===== config.mk =====
export PLATFORM = sky130hd
export DESIGN_NAME = seq_divider_flat
export DESIGN_NICKNAME = d
export VERILOG_FILES = /design/src/rtl/seq_divider_if.sv /design/src/rtl/seq_divider.sv /design/src/flat_wrapper.sv
export SDC_FILE = /design/constraint.sdc
export NUM_CORES = 1
export LEC_CHECK = 0
export BUFFER_PORTS_ARGS = -buffer_cell sky130_fd_sc_hd__buf_4
export CAP_MARGIN = 20
export CORE_MARGIN = 5
export CORE_UTILIZATION = 28
export CTS_BUF_LIST = sky130_fd_sc_hd__clkbuf_4 sky130_fd_sc_hd__clkbuf_8 sky130_fd_sc_hd__clkbuf_16
export CTS_CLUSTER_DIAMETER = 200
export DETAILED_ROUTE_END_ITERATION = 10
export GPL_TIMING_DRIVEN = 0
export PLACE_DENSITY = 0.43
export SYNTH_ARGS = -nofsm -noshare
export SYNTH_HDL_FRONTEND = slang
export SYNTH_SLANG_ARGS = --single-unit

===== constraint.sdc =====
create_clock -name CLK -period 3.2 [get_ports CLK]
set_input_delay 0.32 -clock CLK [delete_from_list [all_inputs] [get_ports CLK]]
set_output_delay 0.32 -clock CLK [all_outputs]
set_load 0.005 [all_outputs]

===== src/rtl/seq_divider_if.sv =====
// Handshake and operand bundle for seq_divider: the master issues start/operands
// and the slave returns busy/done/err with the quotient and remainder.
interface seq_divider_if #(
   parameter int bw = 16
);
   logic              start;
   logic [2*bw-1:0]   dividend;
   logic [bw-1:0]     divisor;
   logic              busy;
   logic              done;
   logic              err;
   logic [bw-1:0]     quotient;
   logic [bw-1:0]     remainder;

   modport master (
      output start, dividend, divisor,
      input  busy, done, err, quotient, remainder
   );

   modport slave (
      input  start, dividend, divisor,
      output busy, done, err, quotient, remainder
   );
endinterface


===== src/rtl/seq_divider.sv =====
// Restoring unsigned divider: 2*bw-bit dividend by bw-bit divisor, one quotient bit per clock.
// Optional macro SEQ_DIVIDER_BYPASS_EN finishes a divide-by-one in a single cycle.
module seq_divider #(
   parameter int bw = 16
) (
   input  logic         CLK,
   input  logic         RESETn,
   seq_divider_if.slave bus
);
   localparam int            CW   = $clog2(bw);
   localparam int            TW   = bw + 2;
   localparam logic [CW-1:0] LAST = CW'(bw - 1);

   typedef enum logic [1:0] {S_IDLE, S_RUN, S_FIN, S_ERR} state_e;

   state_e        state_q, state_d;
   logic [bw-1:0] d_q, d_d;
   logic [bw:0]   r_q, r_d;
   logic [bw-1:0] q_q, q_d;
   logic [CW-1:0] count_q, count_d;
   logic [bw-1:0] quotient_q, quotient_d;
   logic [bw-1:0] remainder_q, remainder_d;
   logic          done_q, done_d;
   logic          err_q, err_d;

   logic [bw:0]   shifted;
   logic [bw:0]   trial;
   logic          carry;
   logic          no_borrow;
   logic          load_err;
   logic          bypass;

   assign shifted = {r_q[bw-1:0], q_q[bw-1]};

   // Trial subtract as shifted + ~D + 1; the carry out is the "no borrow" flag.
   assign {carry, trial} = {1'b0, shifted} + {2'b01, ~d_q} + TW'(1);
   assign no_borrow      = carry | r_q[bw];

   assign load_err = (bus.divisor == '0) || (bus.dividend[2*bw-1:bw] >= bus.divisor);

`ifdef SEQ_DIVIDER_BYPASS_EN
   assign bypass = (bus.divisor == bw'(1));
`else
   assign bypass = 1'b0;
`endif

   always_comb begin
      // NOTE: every signal driven here gets a default first, so no latch is inferred.
      state_d     = state_q;
      d_d         = d_q;
      r_d         = r_q;
      q_d         = q_q;
      count_d     = count_q;
      quotient_d  = quotient_q;
      remainder_d = remainder_q;
      err_d       = err_q;
      done_d      = 1'b0;

      unique case (state_q)
         S_IDLE: begin
            if (bus.start) begin
               d_d     = bus.divisor;
               r_d     = {1'b0, bus.dividend[2*bw-1:bw]};
               q_d     = bus.dividend[bw-1:0];
               count_d = '0;
               // A divide-by-one has Q = low half and R = 0 already, so FIN can publish it.
               if (load_err)    state_d = S_ERR;
               else if (bypass) state_d = S_FIN;
               else             state_d = S_RUN;
            end
         end
         S_RUN: begin
            r_d     = no_borrow ? trial : shifted;
            q_d     = {q_q[bw-2:0], no_borrow};
            count_d = count_q + CW'(1);
            if (count_q == LAST) state_d = S_FIN;
         end
         S_FIN: begin
            quotient_d  = q_q;
            remainder_d = r_q[bw-1:0];
            err_d       = 1'b0;
            done_d      = 1'b1;
            state_d     = S_IDLE;
         end
         S_ERR: begin
            quotient_d  = '1;
            remainder_d = '0;
            err_d       = 1'b1;
            done_d      = 1'b1;
            state_d     = S_IDLE;
         end
         default: state_d = S_IDLE;
      endcase
   end

   // NOTE: sequential state uses non-blocking assignments so all flops sample pre-edge values.
   always_ff @(posedge CLK or negedge RESETn) begin
      if (!RESETn) begin
         state_q     <= S_IDLE;
         d_q         <= '0;
         r_q         <= '0;
         q_q         <= '0;
         count_q     <= '0;
         quotient_q  <= '0;
         remainder_q <= '0;
         done_q      <= 1'b0;
         err_q       <= 1'b0;
      end else begin
         state_q     <= state_d;
         d_q         <= d_d;
         r_q         <= r_d;
         q_q         <= q_d;
         count_q     <= count_d;
         quotient_q  <= quotient_d;
         remainder_q <= remainder_d;
         done_q      <= done_d;
         err_q       <= err_d;
      end
   end

   // The done cycle is spent in IDLE, so busy and done can never overlap.
   assign bus.busy      = (state_q != S_IDLE);
   assign bus.done      = done_q;
   assign bus.err       = err_q;
   assign bus.quotient  = quotient_q;
   assign bus.remainder = remainder_q;
endmodule

===== src/flat_wrapper.sv =====
// flat-port wrapper written by rule: the top's interface ports become plain ports
module seq_divider_flat 
#(
   parameter int bw = 16
)
  (CLK, RESETn, bus_start, bus_dividend, bus_divisor, bus_busy, bus_done, bus_err, bus_quotient, bus_remainder);
  seq_divider_if #(.bw(bw)) bus_i ();
  input  logic CLK;
  input  logic RESETn;
  input wire logic [$bits(bus_i.start)-1:0] bus_start;
  input wire logic [$bits(bus_i.dividend)-1:0] bus_dividend;
  input wire logic [$bits(bus_i.divisor)-1:0] bus_divisor;
  output wire logic [$bits(bus_i.busy)-1:0] bus_busy;
  output wire logic [$bits(bus_i.done)-1:0] bus_done;
  output wire logic [$bits(bus_i.err)-1:0] bus_err;
  output wire logic [$bits(bus_i.quotient)-1:0] bus_quotient;
  output wire logic [$bits(bus_i.remainder)-1:0] bus_remainder;
  assign bus_i.start = bus_start;
  assign bus_i.dividend = bus_dividend;
  assign bus_i.divisor = bus_divisor;
  assign bus_busy = bus_i.busy;
  assign bus_done = bus_i.done;
  assign bus_err = bus_i.err;
  assign bus_quotient = bus_i.quotient;
  assign bus_remainder = bus_i.remainder;
  seq_divider #(.bw(bw)) u_core (.CLK(CLK), .RESETn(RESETn), .bus(bus_i));
endmodule

==> flow_metrics.py, run 1 <==
metrics = {
    "status": {
        "status": "finished, final reports clean",
    },
    "sta": {
        "rsz0062_at_grt": "false",
        "finalCritPeriodShare_pct": 83.6,
        "fin_tns_setup_ns": 0,
        "skew_ns": 0.00720,
        "maxSlewHeadroom_pct": 48.0,
        "final-setup-viol-count": 0,
        "finalMaxSlewViolations": 0,
        "fin_hold_ws_ns": 0.192,
        "max_freq_mhz": 374,
        "fin_crit_ns": 2.68,
        "hold_viol_final": 0,
        "max_slew.worst_pin.slew_ns": 0.779,
    },
    "power_and_ir_drop": {
        "combPwrFrac_pct": 57.5,
        "pwr-share-seq_pct": 27.5,
        "p_clk_share_pct": 15.0,
        "internal_power_mw": 4.14,
        "p_leak_nw": 2.91,
        "p_per_area_nw_per_um2": 1170,
        "power.switching_mw": 3.42,
        "peakVddDrop_v": 0.000440,
        "switching_share_pct": 45.3,
    },
    "routing": {
        "drt-total-wl_mm": 17.1,
        "drt_iter0_drc": 327,
        "drtPass1Iterations": 5,
        "wl_per_cell_um": 19.2,
        "drcViolationCount": 0,
        "num_vias": 4498,
        "vias_per_cell": 5.06,
        "ant_nets": 0,
    },
    "die": {
        "num_io_pins": 86,
        "initial_core_util_pct": 28.7,
        "die_w_um": 146,
        "core_area_sq_um": 18100,
        "num_rows": 49,
        "chipHeight_um": 146,
        "die_area_sq_um": 21400,
    },
    "clocking": {
        "clk_path_buf_depth": 2,
        "insertion_delay_ns": 0.35,
        "path_clk_slew_ns": 0.07,
        "cts_root_buf": "clkbuf_16",
        "cts_max_level": 3,
        "numClockSinks": 89,
        "cts_buffers": 9,
        "cts_tree": "yes",
        "cts_setup_buffers": 0,
    },
    "finish": {
        "multi_input_area_sq_um": 2630,
        "regArea_sq_um": 2230,
        "final_common_cell": "dfrtp_1",
        "n_fill_cell": 1880,
        "final_nets": 740,
        "area_delta_synth_final_pct": 24.5,
        "stdcell_count": 889,
        "diodes": 0,
        "drive_gt1_share_pct": 19.1,
        "final_cell_mix": "89 x dfrtp_1, 85 x buf_4, 77 x nand2_1",
    },
    "critical_path": {
        "path_cells": "inv_1 > ha_1 > fa_1 > nor2b_1 > o31a_1 > o21ai_1 > nor2b_1 > o2111ai_1 > or3b_1",
        "cpPeakStageDelay_ns": 0.43,
        "r2r_setup_slack_ns": 0.52,
        "worst_path_max_delay_cell": "fa_1",
        "reg2reg_depth": 9,
        "required_ns": 3.43,
        "startpoint_type": "flop",
        "r2r-start": "u_core.q_q[15]",
        "worstSetupEndpointType": "flop",
        "critPathKind": "reg -> reg",
        "crit_arrival_ns": 2.90,
        "cp_max_fo": 3,
        "r2r_end": "u_core.r_q[16]",
        "cp.depth": 9,
        "path_buf_inv": 1,
        "crit_top_cell": "nor2b_1",
        "crit_family": "simple AND/OR/NAND/NOR gates",
        "startpoint": "u_core.q_q[15]",
    },
    "worst_hold_path": {
        "worstHoldPathCells": 3,
        "hold_path.class": "in -> reg",
        "holdPathEnd": "u_core.d_q[9]",
        "min_from": "bus_divisor[9]",
    },
    "yosys": {
        "synth-async-reset-ratio_pct": 100,
        "synthCells": 557,
        "seq_area_frac_synth_pct": 42.9,
        "yosys.area.top_type_share_pct": 42.9,
        "synth.area.top_cells": "dfrtp_1 43%, ha_1 8.0%, nand2_1 5.6%",
        "synth_edf_count": 0,
        "synth_top_area_cell": "dfrtp_1",
        "syn_area_per_cell_sq_um": 9.32,
        "synth_ff_type": "dfrtp_1",
        "ys_warn_count": 0,
        "synth-seq-cells": 89,
        "ys_types": 58,
        "syn_nets": 642,
        "syn_area_sq_um": 5190,
    },
    "flow_run": {
        "maxCapViolCount": 0,
    },
    "place": {
        "place.port_buffers": 85,
        "dp_hpwl_mm": 13.0,
        "routabilityCongestion": 0.866,
        "post-place-cells": 872,
    },
    "grt": {
        "grt_util_all_layers_pct": 16.2,
        "grt_max_degree": 60,
        "grt-ovfl-total": 0,
        "grt_pass1_wl_mm": 27.2,
        "grt_pass1_vias": 4716,
        "antenna_found_initial": 0,
    },
}
-- worst max-delay path by stage --
| stage | to | slack [ns] |
|---|---|---|
| after floorplan | u_core.r_q[16] | 0.96 |
| after global placement | u_core.r_q[16] | 0.58 |
| after CTS | u_core.r_q[16] | 0.52 |
| final | u_core.r_q[16] | 0.52 |
| after global routing | u_core.r_q[16] | 0.42 |
| after detailed placement | u_core.r_q[16] | 0.54 |
-- synth_stat cells, drive strengths merged (2+ instances only) --
master	number
o31ai	5
nor2b	11
inv	51
nor3b	2
mux2	2
a221oi	3
a21oi	26
o21a	5
xnor2	5
a211oi	9
and2	2
ha	33
o2111ai	2
mux2i	28
nand2b	7
and3	5
a22oi	3
a21o	7
clkbuf	13
o21ai	62
dfrtp	89
nor4	4
nor3	7
buf	16
o22a	16
a31oi	5
nand2	77
o31a	2
xor2	4
o311a	3
nand3	8
nor2	21
nand4	6
o211ai	4
-- cells by family after synthesis --
family	synth area share (%)
compound gates	21.4
xor+xnor	1.52
fa+ha+maj	8.34
buf+inv	6.32
flops	42.9
mux	5.84
simple gates	13.6
-- sequential cells by signal (all words and copies together), names as in the netlist --
| register | flops |
|---|---|
| u_core.count_q | 4 |
| u_core.state_q | 2 |
| u_core.bus.done | 1 |
| u_core.bus.err | 1 |
| u_core.d_q | 16 |
| u_core.bus.remainder | 16 |
| u_core.bus.quotient | 16 |
| u_core.r_q | 17 |
| u_core.q_q | 16 |
-- what timing repair did --
| item | CTS | global route |
|---|---|---|
| hold buffers | 1 | 0 |
| hold endpoints to repair | 30 | 0 |
| gates resized for setup | 0 | 0 |
-- metal layers --
layer  global-route usage (%)  up-vias  share of wire (%)  wire length (um)
li1                         -     2168                  -                 -
met1                     22.0     2201                 47              7980
met2                     26.1      110                 47              7990
met3                     3.72       19                4.7               801
met4                     4.09        0                1.7               293
met5                        0        -                  0                 0
-- per-stage QoR --
step	setup slack (ns)	util, %	area, sq um	power, mW
finish	0.525	35.7	6460	7.56
global route	0.417	35.7	6460	8.18
CTS	0.519	35.7	6460	7.60
detailed placement	0.543	34.0	6140	6.42
global placement	0.579	33.8	6110	6.37
floorplan	0.955	-	5190	5.01
-- area by class of cell --
cell class / count / area share (%)
multi-input combinational: 388 / 40.8
tap: 229 / 4.43
inverter: 51 / 2.96
timing repair buffer: 87 / 10.5
buffer: 29 / 2.11
clock inverter: 6 / 1.12
sequential: 89 / 34.5
clock buffer: 10 / 3.70
-- power by group through the flow --
stage                     registers, mW  logic (mW)  clock network, mW
after detailed placement           2.10        4.32                  0
after global routing               2.15        4.82               1.22
after CTS                          2.09        4.34               1.17
final                              2.08        4.35               1.13
after global placement             2.11        4.27                  0
after floorplan                    1.95        3.06                  0
-- worst reg2reg max path: stages (launching register included) --
cell	delay [ns]
dfrtp_1	0.41
inv_1	0.08
ha_1	0.25
fa_1	0.43
nor2b_1	0.23
o31a_1	0.19
o21ai_1	0.18
nor2b_1	0.22
o2111ai_1	0.20
or3b_1	0.36
(Power assumes the default switching activity.)
==> run 2, diff against run 1 <==
- PLACE_DENSITY: 0.43 -> 0.45
- clock period: 3.2 -> 2.4 ns (I/O delays scaled with it)
==> run 2 against run 1 <==
The flow now finishes with violations (negative setup slack). Sequential share of layout area is 1.4 points lower. Critical path type unchanged. Cell count rose by 1.8%. Clock skew rose by 0.0035 ns. Global-route usage fell by 0.35 points. Sequential power grew 33%. Wire length increased by 0.39%. Flip-flop and latch count unchanged. Largest cell class unchanged.
==> flow_metrics.py, run 2 (same netlist as run 1, synthesis figures left out) <==
metrics = {
    "status": {
        "status": "finished with violations",
        "violations": "negative setup slack",
    },
    "critical_path": {
        "required_ns": 2.64,
        "worstSetupEndpointType": "flop",
        "crit_arrival_ns": 2.67,
        "critPathKind": "reg -> reg",
        "crit_top_cell": "nor2b_2",
        "cp_max_fo": 3,
        "r2r-start": "u_core.q_q[15]",
        "path_cells": "inv_1 > ha_1 > fa_2 > nor2b_2 > o31a_1 > o21ai_2 > nor2b_2 > nor3_1 > or3b_1",
        "cpPeakStageDelay_ns": 0.39,
        "startpoint_type": "flop",
        "worst_path_max_delay_cell": "dfrtp_1",
        "r2r_setup_slack_ns": -0.03,
        "crit_family": "simple AND/OR/NAND/NOR gates",
        "startpoint": "u_core.q_q[15]",
        "path_buf_inv": 1,
    },
    "die": {
        "die_w_um": 146,
        "initial_core_util_pct": 28.7,
        "die_area_sq_um": 21400,
        "chipHeight_um": 146,
        "core_area_sq_um": 18100,
        "num_io_pins": 86,
        "num_rows": 49,
    },
    "power_and_ir_drop": {
        "p_leak_nw": 3.00,
        "combPwrFrac_pct": 61.1,
        "switching_share_pct": 44.9,
        "power.total_mw": 10.8,
        "power.switching_mw": 4.86,
        "p_clk_share_pct": 13.5,
        "p_per_area_nw_per_um2": 1600,
        "pwr-share-seq_pct": 25.5,
        "peakVddDrop_v": 0.000485,
        "internal_power_mw": 5.97,
    },
    "routing": {
        "num_vias": 4513,
        "drcViolationCount": 0,
        "wl_per_cell_um": 18.9,
        "drtPass1Iterations": 4,
        "vias_per_cell": 4.99,
        "ant_nets": 0,
        "drt_iter0_drc": 345,
        "drt-total-wl_mm": 17.1,
    },
    "place": {
        "dp_hpwl_mm": 12.7,
        "post-place-cells": 872,
        "place.port_buffers": 85,
        "routabilityCongestion": 0.855,
        "dp_slack_ns": -0.223,
    },
    "finish": {
        "drive_gt1_share_pct": 24.9,
        "largest_register": "u_core.r_q",
        "diodes": 0,
        "n_fill_cell": 1868,
        "final_nets": 756,
        "final_common_cell": "buf_4",
        "area_delta_synth_final_pct": 30.2,
        "stdcell_count": 905,
        "largest_reg_flops": 17,
        "multi_input_area_sq_um": 2780,
        "regArea_sq_um": 2230,
        "final_cell_mix": "98 x buf_4, 86 x dfrtp_1, 75 x nand2_1",
    },
    "grt": {
        "grt_max_degree": 56,
        "antenna_found_initial": 0,
        "grt_pass1_wl_mm": 26.4,
        "grt_util_all_layers_pct": 15.8,
        "grt-ovfl-total": 0,
        "grt_pass1_vias": 4656,
    },
    "sta": {
        "max_slew.worst_pin.slew_ns": 0.699,
        "max_freq_mhz": 412,
        "fin_hold_ws_ns": 0.107,
        "final-setup-viol-count": 3,
        "fin_crit_ns": 2.43,
        "fin_tns_setup_ns": -0.0487,
        "fin_ws_ns": -0.0292,
        "finalMaxSlewViolations": 0,
        "maxSlewHeadroom_pct": 53.4,
        "finalCritPeriodShare_pct": 101,
        "hold_viol_final": 0,
        "skew_ns": 0.0107,
        "rsz0062_at_grt": "true",
    },
    "clocking": {
        "cts_tree": "yes",
        "clk_path_buf_depth": 2,
        "cts_root_buf": "clkbuf_16",
        "path_clk_slew_ns": 0.07,
        "insertion_delay_ns": 0.36,
        "cts_max_level": 3,
        "cts_buffers": 9,
        "numClockSinks": 89,
    },
    "worst_hold_path": {
        "min_from": "bus_divisor[9]",
        "hold_path.class": "in -> reg",
    },
    "flow_run": {
        "maxCapViolCount": 0,
    },
}
[run 2: changes by cell type in the layout (fill, tap and decap cells not counted), sizes merged]
cell and change:
buf +12, bufinv -1, clkbuf +4, clkinv -1, clkinvlp +1, inv +1
[run 2: path summary, 6_finish.rpt]
kind,depth (start not counted),to
min in group asynchronous,2,u_core.d_q[12]
hold / removal,3,u_core.d_q[9]
hold reg to reg,1,u_core.d_q[0]
max in group asynchronous,3,u_core.state_q[0]
setup / recovery,9,u_core.r_q[16]
setup reg to reg,9,u_core.r_q[16]
[run 2: routing by layer]
metal	GRT usage (%)	up-vias	part of all wire, %
met3	3.81	15	4.1
met4	4.61	0	1.2
li1	-	2198	-
met2	25.8	88	48
met5	0	-	0
met1	21.0	2212	47
[run 2: worst register-to-register path, stage by stage, from the launching register on]
cell	delay [ns]
dfrtp_1	0.39
inv_1	0.08
ha_1	0.24
fa_2	0.26
nor2b_2	0.06
o31a_1	0.27
o21ai_2	0.28
nor2b_2	0.31
nor3_1	0.09
or3b_1	0.34
[run 2: cell type report]
cell class                 instances  share of cell area [%]
clock inverter                     6                   0.833
timing repair buffer             104                    12.4
buffer                            28                    2.00
inverter                          51                    2.83
clock buffer                      10                    3.54
sequential                        89                    33.0
multi-input combinational        388                    41.2
tap                              229                    4.24
[run 2: power by group through the flow]
stage | clock (mW) | sequential (mW) | combinational (mW)
5_1_grt | 1.56 | 2.85 | 7.25
6_report | 1.46 | 2.76 | 6.62
4_1_cts | 1.50 | 2.77 | 6.21
2_1_floorplan | 0 | 2.60 | 4.08
3_3_place_gp | 0 | 2.80 | 5.68
3_5_place_dp | 0 | 2.80 | 5.73
[run 2: through the flow]
stage | utilization (%) | cell area [sq um]
global placement | 33.8 | 6110
finish | 37.4 | 6760
floorplan | - | 5190
CTS | 36.5 | 6610
detailed placement | 34.0 | 6140
global route | 37.4 | 6760
[run 2: timing repair]
action | in CTS | in global routing
pin swaps | 3 | 6
hold buffers | 1 | 0
setup buffers | 10 | 6
endpoints found under the hold margin | 34 | 0
endpoints found under the setup margin | 16 | 29
gates cloned | 1 | 0
resized for setup | 15 | 29
